===== config.mk =====
export PLATFORM = sky130hd
export DESIGN_NAME = phrase_writer
export DESIGN_NICKNAME = d
export VERILOG_FILES = /design/src/rtl/phrase_writer.sv
export SDC_FILE = /design/constraint.sdc
export NUM_CORES = 1
export LEC_CHECK = 0
export CAP_MARGIN = 40
export CORE_MARGIN = 5
export CORE_UTILIZATION = 55
export DETAILED_ROUTE_END_ITERATION = 8
export PLACE_DENSITY = 0.91
export SKIP_CTS_REPAIR_TIMING = 1
export SLEW_MARGIN = 5
export SYNTH_ARGS = -nofsm -noshare
export SYNTH_HDL_FRONTEND = slang
export SYNTH_SLANG_ARGS = --single-unit

===== constraint.sdc =====
create_clock -name clk -period 6.1 [get_ports clk]
set_input_delay 0.915 -clock clk [delete_from_list [all_inputs] [get_ports clk]]
set_output_delay 0.915 -clock clk [all_outputs]
set_load 0.01 [all_outputs]

===== src/rtl/phrase_writer.sv =====
// Text-map producer: expands string writes and screen clears
// into per-cell character RAM write strobes.
module phrase_writer #(
    parameter int          COLS      = 100,
    parameter int          ROWS      = 75,
    parameter logic [7:0]  FILL_CHAR = 8'h20,
    parameter int          ADDR_W    = 13
) (
    input  logic              clk,
    input  logic              reset,
    input  logic              cmd_valid,
    output logic              cmd_ready,
    input  logic              cmd_op,
    input  logic [6:0]        cmd_col,
    input  logic [6:0]        cmd_row,
    input  logic [7:0]        cmd_len,
    input  logic              char_valid,
    output logic              char_ready,
    input  logic [7:0]        char_data,
    output logic [7:0]        letters,
    output logic [ADDR_W-1:0] address,
    output logic              ready,
    output logic              busy,
    output logic              done,
    output logic              error
);

    typedef enum logic [1:0] {IDLE, WRITE, FILL, FIN} state_t;

    localparam logic [6:0]        LAST_COL = 7'(COLS - 1);
    localparam logic [6:0]        LAST_ROW = 7'(ROWS - 1);
    localparam logic [ADDR_W-1:0] COLS_A   = ADDR_W'(COLS);
    localparam logic [ADDR_W-1:0] CELLS    = ADDR_W'(COLS * ROWS);
    localparam logic [ADDR_W-1:0] ONE      = ADDR_W'(1);

    state_t            state, next;
    logic [ADDR_W-1:0] ptr;
    logic [ADDR_W-1:0] remaining;
    logic [6:0]        col_cnt;
    logic [6:0]        row_cnt;
    logic              accept_cmd;
    logic              accept_char;
    logic              in_range;
    logic              last;
    logic [ADDR_W-1:0] start_ptr;

    assign accept_cmd  = cmd_valid && (state == IDLE);
    assign accept_char = char_valid && (state == WRITE);
    assign in_range    = (cmd_col <= LAST_COL) && (cmd_row <= LAST_ROW);
    assign last        = (remaining == ONE);
    assign start_ptr   = ADDR_W'(cmd_col) + COLS_A * ADDR_W'(cmd_row);

    always_ff @(posedge clk or posedge reset) begin
        if (reset) state <= IDLE;
        else       state <= next;
    end

    // FIN waits out the final registered strobe so done never overlaps it
    always_comb begin
        next = state;
        unique case (state)
            IDLE: begin
                if (accept_cmd) begin
                    if (cmd_op)              next = FILL;
                    else if (!in_range)      next = IDLE;
                    else if (cmd_len == 8'd0) next = FIN;
                    else                     next = WRITE;
                end
            end
            WRITE: if (accept_char && last) next = FIN;
            FILL:  if (last) next = FIN;
            FIN:   if (!ready) next = IDLE;
            default: next = IDLE;
        endcase
    end

    always_comb begin
        cmd_ready  = (state == IDLE);
        char_ready = (state == WRITE);
        busy       = (state != IDLE);
        done       = (state == FIN) && !ready;
    end

    always_ff @(posedge clk or posedge reset) begin
        if (reset) begin
            ptr       <= '0;
            remaining <= '0;
            col_cnt   <= '0;
            row_cnt   <= '0;
            letters   <= '0;
            address   <= '0;
            ready     <= 1'b0;
            error     <= 1'b0;
        end else begin
            ready <= 1'b0;
            error <= 1'b0;
            unique case (state)
                IDLE: begin
                    if (accept_cmd) begin
                        if (cmd_op) begin
                            ptr       <= '0;
                            remaining <= CELLS;
                        end else if (in_range) begin
                            ptr       <= start_ptr;
                            col_cnt   <= cmd_col;
                            row_cnt   <= cmd_row;
                            remaining <= ADDR_W'(cmd_len);
                        end else begin
                            error <= 1'b1;
                        end
                    end
                end
                WRITE: begin
                    if (accept_char) begin
                        letters   <= char_data;
                        address   <= ptr;
                        ready     <= 1'b1;
                        remaining <= remaining - ONE;
                        if (col_cnt == LAST_COL) begin
                            col_cnt <= '0;
                            if (row_cnt == LAST_ROW) begin
                                row_cnt <= '0;
                                ptr     <= '0;
                            end else begin
                                row_cnt <= row_cnt + 7'd1;
                                ptr     <= ptr + ONE;
                            end
                        end else begin
                            col_cnt <= col_cnt + 7'd1;
                            ptr     <= ptr + ONE;
                        end
                    end
                end
                FILL: begin
                    letters   <= FILL_CHAR;
                    address   <= ptr;
                    ready     <= 1'b1;
                    ptr       <= ptr + ONE;
                    remaining <= remaining - ONE;
                end
                default: ;
            endcase
        end
    end

endmodule


# Word level (Yosys, flattened, before mapping)
# Cells that the tools add are included.
# totals
regBits	65
input_bits	35
word_cells	92
# classes
addsub	5
mul	1
magnitude_cmp	2
eq_ne	15
n_mux	43
reduce_logical	17
# op_table
op	count
$mux W13	11
$pmux W13 S3	2
$mux W7	11
$pmux W7 S2	2
$pmux W13 S2	1
$pmux W8 S2	1
$add A7 B1 Y7 const B	2
$eq A7 B7 Y1 const B	2
$le A7 B7 Y1 const B	2
$mux W2	7
$add A13 B1 Y13 const B	1
$add A7 B13 Y13	1
$eq A13 B1 Y1 const B	1
$sub A13 B1 Y13 const B	1
$mul A5 B7 Y11 const A	1
$ne A2 B1 Y1 const B	5
$logic_not A8 Y1	1
$mux W8	1
$pmux W2 S4	1
$reduce_and A4 Y1	2
$ne A2 B2 Y1 const B	3
$reduce_and A6 Y1	1
$reduce_bool A2 Y1	3
$logic_and A1 B1 Y1	5
other kinds (10)	15

# Logic depth before layout (Yosys ltp)
# Gate-level depths: netlist of the first run.
# depth
depth_word	6
ltp_mapped	13

# Worst setup path before layout of the first run
# No wires, ideal clock.
# synth_timing
kind	in2reg
startpoint	in cmd_row[2]
endpoint	reg ptr[12]
setup_ns	0.138
arrival_time_ns	3.743
required_time_ns	5.962
setup_slack_ns	2.219
cell_stages	12
path_buffers	0
cell_sequence	inv_1 ha_1 inv_1 ha_1 fa_1 ha_1 or2_2 and3_1 o311ai_0 nand4b_1 xnor2_1 o221ai_1
# synth_between
elab_chain_cells	6
elab_cells_between_ends	10
cone_classes	add/sub: 1; mul: 1; order compare: 1; eq/ne: 1; mux: 4; reduce/logical: 2
# synth_rtl
item	line	rtl
start: declaration	15	input logic [6:0] cmd_row,
$mul A5 B7 Y11	51	assign start_ptr = ADDR_W'(cmd_col) + COLS_A * ADDR_W'(cmd_row);
$add A7 B13 Y13	51	
$mux W13	103	end else if (in_range) begin
$mux W13	100	if (cmd_op) begin
$mux W13	99	if (accept_cmd) begin
$pmux W13 S3	97	unique case (state)
end signal: assignment	104	ptr <= start_ptr;
end signal: assignment	126	ptr <= ptr + ONE;
end signal: assignment	130	ptr <= ptr + ONE;
end: declaration	37	logic [ADDR_W-1:0] ptr;
# Parallel ways exist; a longest one is shown, timed or not. The select of a mux whose other input is x is not followed.
# A chain may end at the register's enable or synchronous reset.

# Worst setup path after layout of the first run
# Ends and elaborated chain as after synthesis.

==> metrics.csv, run 1 <==
metric,value,unit
status,"finished, final reports clean",
Worst VDD drop,249.4,uV
wire length per cell,16.99,um
grt ovf,0,
dpl ws,1395,ps
RSZ-0062 raised after global routing,no,
gr usage total,0.2288,
Post-Syn Instances,511,
Final WS setup,1774,ps
Critical Path RT,6330,ps
largest net degree at the start of global routing,66,
clk sinks,65,
post-synthesis register bit count,65,
DIE WIDTH,101.7,um
DRC,0,
CTS H-tree depth,3,
setup TNS,0,ps
adder-cell share of the synthesized area,0.1402,
Die H,101.7,um
Clock Latency Late Sink,350,ps
Slew headroom,0.4413,
DR vias,4241,
mapped cell area,4623,um2
critical path class,input pin to flop,
Finished Layout Cells,680,
worst hold stages,2,
GP Congestion,0.9700,
DRT Pass-1 Iters,7,
initial drt markers,431,
syn nets,596,
"EDFF count, synth",0,
Reg2Reg Depth,10,
Leakage,2.403,nW
first-pass GRT wire length,19260,um
largest family of logic cells by synthesized area,compound AO/OA/AOI/OAI gates,
Hold WC Path Type,flop to flop,
CTS buffer count,9,
R2R setup slack,3150,ps
Vias/cell,6.237,
CP endpoint kind,flop,
PD cells,463.2,nW/um2
mux cell area share after synthesis,0.04114,
Std-Cell Rows,33,
share of layout cells above drive strength 1,0.1009,
Placed Cells incl. Taps,663,
ANT nets after route,0,
"Hold Violations, Final",0,
HPWL Detailed,8595,um
Synth Area in Simple Gates,0.1946,
Achievable Freq,231.2,MHz
Antenna diodes,0,
Final Cycle Share,0.7092,
NumNets Final,655,
CTS tree,done,
max-cap violation count,0,
Most used DFF post-synth,dfrtp_1,
Final Critical Period,4326,ps
fin. max-slew vios,0,
hold path endpoint,address[10],
worst-path maximum fanout,5,
synth unique cells,61,
Arrival @ worst endpoint,4550,ps
hold_ws,485.1,ps
clock tree buffer depth,2,
Worst Setup Start Kind,input pin,
Pwr Total,2.563,mW
Worst Tran Pin Value,835.0,ps
number of global-route vias before repair,4095,
die area,10340,um2
Fin Clk Skew,14.82,ps
Compound-Gate Fraction of Synth Area,0.2076,
worst flop-to-flop path startpoint,state[1],
Mapped Avg Cell Area,9.047,um2
initial antenna violation count,0,
critical hold path startpoint,address[10],
"Area growth, synth to finish",19.68,%
# port buffers,61,
CORE AREA,8217,um2
post-synthesis async set-or-reset flop share,1.000,
register area share after synthesis,0.3518,
Starting Density,0.5627,
WL final,11550,um
Clock transition at path regs,80,ps
CTS root buf,clkbuf_8,
Ports,62,
Final setup viols,0,
Ys Warns,0,
reg2reg end,ptr[11],
post-synthesis xor/xnor area fraction,0.02463,
cells in the mapped netlist, drive strengths merged (13+ instances only):
cell     n  area, um2
a21oi   37      188.9
clkbuf  15      56.30
dfrtp   65       1627
ha      47      588.1
inv     27      101.4
mux2    16      180.2
nand2   35      131.4
nand3   13      65.06
nor2    36      137.6
nor3    16      80.08
o21ai   42      214.0
or2     13      81.33
final cells by class:
type                            instances  area (um2)
Clock buffer                           10       137.6
Clock inverter                          6       42.54
Fill cell                             640        2684
Inverter                               28       105.1
Multi-Input combinational cell        398        2811
Sequential cell                        65        1627
Tap cell                              105       131.4
Timing Repair Buffer                   68       678.2
kinds of logic (layout without fill, tap and decap cells):
logic type,Yosys count,count (layout)
buffers and inverters,48,112
and+or+nand+nor,172,172
xor gates and xnor gates,13,13
adders and majority gates,50,50
AOI/OAI and AO/OA,146,146
muxes,17,17
DFF,65,65
state kept, by name, indices dropped and copies added (netlist names):
name / flops
row_cnt: 7
remaining: 13
ptr: 13
address: 13
error: 1
state: 2
col_cnt: 7
ready: 1
letters: 8
metal layers:
layer	share of wire	global-route usage
met1	0.42	0.3125
met4	0.013	0.07055
met5	0	0
met2	0.48	0.3783
met3	0.089	0.03168
layout by cell type, fill, tap and decap left out, types with 5 or more instances in the layout:
cell type / instances
a211oi_1: 5
a21oi_1: 36
a22o_1: 8
and2_1: 6
and3_1: 9
buf_4: 5
clkbuf_8: 10
clkdlybuf4s50_1: 61
dfrtp_1: 65
ha_1: 47
inv_1: 26
mux2_2: 16
nand2_1: 35
nand2b_1: 7
nand3_1: 13
nand4_1: 5
nor2_1: 35
nor2b_1: 5
nor3_1: 16
nor3b_1: 5
nor4_1: 9
o211ai_1: 5
o21ai_0: 39
o31ai_1: 8
or2_2: 11
xnor2_1: 9
critical path, cell delays in order:
cell	delay [ps]
clkdlybuf4s50_1	580
inv_1	90
ha_1	290
inv_1	40
ha_1	310
fa_1	460
ha_1	350
or2_2	330
and3_1	220
o311ai_0	490
nand4b_1	170
xnor2_1	180
o221ai_1	120
stage by stage:
step / utilization / instance area (um2)
after detailed placement: 0.6496 / 5338
after global routing: 0.6734 / 5533
after global placement: 0.6478 / 5323
final: 0.6734 / 5533
after CTS: 0.6715 / 5518
after floorplan: - / 4623
power breakdown:
group | switching [mW] | total (mW) | internal, mW
registers | 0.176 | 0.782 | 0.606
logic | 0.808 | 1.44 | 0.632
clock network | 0.182 | 0.341 | 0.159
worst max-delay path by stage:
stage | slack [ps] | from | cells past startpoint | end
floorplan | 2220 | cmd_row[2] | 12 | ptr[12]
global placement | 1490 | cmd_row[2] | 13 | ptr[12]
detailed placement | 1400 | cmd_row[2] | 13 | ptr[12]
CTS | 1750 | cmd_row[2] | 13 | ptr[12]
global route | 1550 | cmd_row[2] | 13 | ptr[12]
finish | 1770 | cmd_row[2] | 13 | ptr[12]
(Power assumes the default switching activity.)
==> run 2: changes to the inputs <==
Clock period 6.1 ns to 4.51 ns, I/O delays scaled along.
==> metrics.csv, run 2 (same netlist as run 1, synthesis figures left out) <==
metric,value,unit
most frequent cells in the layout,"dfrtp_1 (65), clkdlybuf4s50_1 (61), ha_1 (47)",
CP endpoint kind,flop,
Worst VDD drop,380.3,uV
DIE WIDTH,101.7,um
grt ovf,0,
Setup crit end,ptr[12],
Slew headroom,0.4164,
Arrival @ worst endpoint,4160,ps
Critical Path RT,4730,ps
CTS buffer count,9,
Ports,62,
Crit path depth,12,
Final WS setup,574.4,ps
CP bufs+invs,2,
share of layout cells above drive strength 1,0.1054,
wire length per cell,17.55,um
first-pass GRT wire length,19930,um
Worst Setup Start Kind,input pin,
Reg2Reg Depth,9,
HPWL Detailed,8900,um
clk sinks,65,
Clock Latency Late Sink,350,ps
"commonest non-fill, non-tap cell in the layout",dfrtp_1,
Final setup viols,0,
CTS root buf,clkbuf_8,
R2R setup slack,1470,ps
Vias/cell,6.203,
RSZ-0062 raised after global routing,no,
# port buffers,61,
worst-path maximum fanout,6,
Antenna diodes,0,
Starting Density,0.5627,
die area,10340,um2
fin. max-slew vios,0,
Leakage,2.441,nW
reg2reg end,ptr[11],
max incr delay on CP,630,ps
ANT nets after route,0,
largest net degree at the start of global routing,40,
status,"finished, final reports clean",
Worst path most repeated cell,ha_1,
Achievable Freq,254.1,MHz
max-cap violation count,0,
DRC,0,
WL met1,4914,um
met2 WL,5842,um
CORE AREA,8217,um2
Fin Clk Skew,11.19,ps
Layout Utilization,0.6827,
Clock transition at path regs,70,ps
Final Cycle Share,0.8726,
initial antenna violation count,0,
DR vias,4243,
critical path class,input pin to flop,
worst hold stages,1,
Critical path origin,cmd_row[1],
biggest regs,"address x13, ptr x13, remaining x13",
number of global-route vias before repair,4217,
CP max-delay cell,clkdlybuf4s50_1,
Filler cells,620,
initial drt markers,335,
Std-Cell Rows,33,
FF/Latch Area,1627,um2
Worst Tran Pin Value,872.2,ps
clock tree buffer depth,2,
WL final,12000,um
DR top layer,met4,
cell family with most CP delay,adder cells,
dpl ws,197.2,ps
DRT Pass-1 Iters,6,
area of the multi-input gates,2811,um2
met3 wire len,1005,um
CTS H-tree depth,3,
hold_ws,505.8,ps
gr usage total,0.2412,
worst flop-to-flop path startpoint,state[0],
CTS tree,done,
"Area growth, synth to finish",21.33,%
Final Critical Period,3936,ps
Hold WC Path Type,flop to flop,
NumNets Final,659,
worst path cell trace,clkdlybuf4s50_1 > inv_1 > ha_1 > ha_1 > fa_1 > ha_1 > or2_2 > and3_1 > o311ai_0 > nand4b_1 > xnor2_1 > o221ai_1,
Die H,101.7,um
"Hold Violations, Final",0,
PD cells,645.3,nW/um2
setup TNS,0,ps
GP Congestion,0.9868,
-- run 2: changes by cell type in the layout (fill, tap and decap cells not counted), sizes merged --
cell and change:
clkinv -3, bufinv +3, buf +4
-- run 2: power breakdown --
group	internal [mW]	total, mW	leakage, nW	switching [mW]
clock network	0.369	0.605	0.113	0.236
registers	0.820	1.06	0.824	0.240
logic	0.847	1.95	1.50	1.11
total	2.04	3.62	2.44	1.58
-- run 2: how the worst min path moves through the flow --
stage,end,slack [ps],from
after detailed placement,address[2],490,address[2]
after CTS,address[2],510,address[2]
after global routing,address[4],520,address[4]
after floorplan,remaining[6],470,remaining[6]
after global placement,address[10],470,address[10]
final,address[2],510,address[2]
-- run 2: per-stage QoR --
stage               total power, mW  cell area, um2  instances
floorplan                     2.361            4623        511
global placement              2.860            5368        668
detailed placement            2.968            5368        668
CTS                           3.594            5609        684
global route                  3.886            5609        684
finish                        3.620            5609        684
-- run 2: metal layers --
metal,vias to the layer above,GRT usage
li1,1998,-
met1,2002,0.3067
met2,217,0.4009
met3,26,0.06198
met4,0,0.08078
met5,-,0
-- run 2: cell type report --
class	count	share of cell area
Multi-Input combinational cell	398	0.5012
Sequential cell	65	0.2900
Timing Repair Buffer	72	0.1236
Tap cell	105	0.02342
Clock buffer	10	0.02275
Clock inverter	6	0.02030
Inverter	28	0.01874
==> run 3: changes to the inputs <==
Settings changed: GPL_TIMING_DRIVEN from default to 0.
==> metrics.csv, run 3 (same netlist as run 1, synthesis figures left out) <==
metric,value,unit
GP Congestion,0.9016,
Critical Path RT,4720,ps
Post-DP Area,5368,um2
# port buffers,61,
largest net degree at the start of global routing,66,
Final Cycle Share,0.9140,
Worst Setup Start Kind,input pin,
biggest regs,"address x13, ptr x13, remaining x13",
ANT nets after route,0,
DIE WIDTH,101.7,um
Worst Tran Pin Value,804.2,ps
Antenna diodes,0,
Hold WC Path Type,flop to flop,
CTS buffer count,9,
share of layout cells above drive strength 1,0.09184,
clk sinks,65,
setup TNS,0,ps
WL final,12160,um
CP endpoint kind,flop,
wire length per cell,17.55,um
most frequent cells in the layout,"dfrtp_1 (65), clkdlybuf4s50_1 (61), ha_1 (47)",
initial antenna violation count,0,
worst-path maximum fanout,5,
DRC,0,
"Area growth, synth to finish",20.87,%
CTS tree,done,
Layout Utilization,0.6801,
Final setup viols,0,
"commonest non-fill, non-tap cell in the layout",dfrtp_1,
final instance area,5588,um2
clock tree buffer depth,2,
CTS H-tree depth,3,
initial drt markers,278,
max-cap violation count,0,
grt ovf,0,
gr usage total,0.2453,
CTS root buf,clkbuf_8,
NumNets Final,668,
DR vias,4333,
Clock Latency Late Sink,350,ps
Pwr Total,3.590,mW
Clock transition at path regs,70,ps
PD cells,642.4,nW/um2
Std-Cell Rows,33,
Final WS setup,387.7,ps
Fin Clk Skew,11.73,ps
"Hold Violations, Final",0,
Slew headroom,0.4638,
Starting Density,0.5627,
Final Critical Period,4122,ps
dpl ws,-74.05,ps
status,"finished, final reports clean",
first-pass GRT wire length,20310,um
critical path class,input pin to flop,
CORE AREA,8217,um2
Vias/cell,6.253,
Ports,62,
Die H,101.7,um
Arrival @ worst endpoint,4330,ps
Achievable Freq,242.6,MHz
Leakage,2.425,nW
DRT Pass-1 Iters,5,
HPWL Detailed,9221,um
number of global-route vias before repair,4250,
Worst VDD drop,391.0,uV
RSZ-0062 raised after global routing,no,
fin. max-slew vios,0,
die area,10340,um2
[run 3: final timing paths]
kind	from	depth (start not counted)	slack [ps]	end
worst max-delay path	cmd_row[2]	13	390	ptr[12]
worst min-delay path	address[3]	1	510	address[3]
worst max register to register	state[1]	10	1520	row_cnt[1]
worst min register to register	address[3]	1	510	address[3]
max in group asynchronous	reset	2	3140	row_cnt[6]
min in group asynchronous	reset	2	840	address[6]
[run 3: stage by stage]
step	cells	hold WS [ps]
finish	693	507.1
global placement	677	461.7
floorplan	511	471.2
detailed placement	677	494.1
CTS	693	512.1
global route	693	522.9
[run 3: metal layers]
metal / GRT usage / part of all wire / vias up / wire (um)
met5: 0 / 0 / - / 0
met4: 0.08896 / 0.025 / 0 / 301
met3: 0.04339 / 0.080 / 30 / 970
met2: 0.4165 / 0.49 / 219 / 5966
met1: 0.3136 / 0.40 / 2056 / 4921
li1: - / - / 2028 / -
[run 3: power breakdown]
part	switching (mW)	internal (mW)
Sequential	0.225	0.819
Clock	0.231	0.326
Combinational	1.15	0.834
Total	1.61	1.98
[run 3: area by class of cell]
cell class	instances	area, um2
multi-input cells	398	2811
fillers	639	2629
flip-flops and latches	65	1627
repair buffers	61	610.6
clock buffers	11	141.4
well taps	105	131.4
inverters	28	107.6
plain buffers	20	80.08
clock inverters	5	78.83
[run 3: worst max-delay path, cell delays in order]
cell and delay (ps):
clkdlybuf4s50_1 640, inv_1 120, ha_1 290, inv_1 40, ha_1 310, fa_1 460, ha_1 350, or2_2 330
and3_1 230, o311ai_1 400, nand4b_1 160, xnor2_1 210, o221ai_1 130
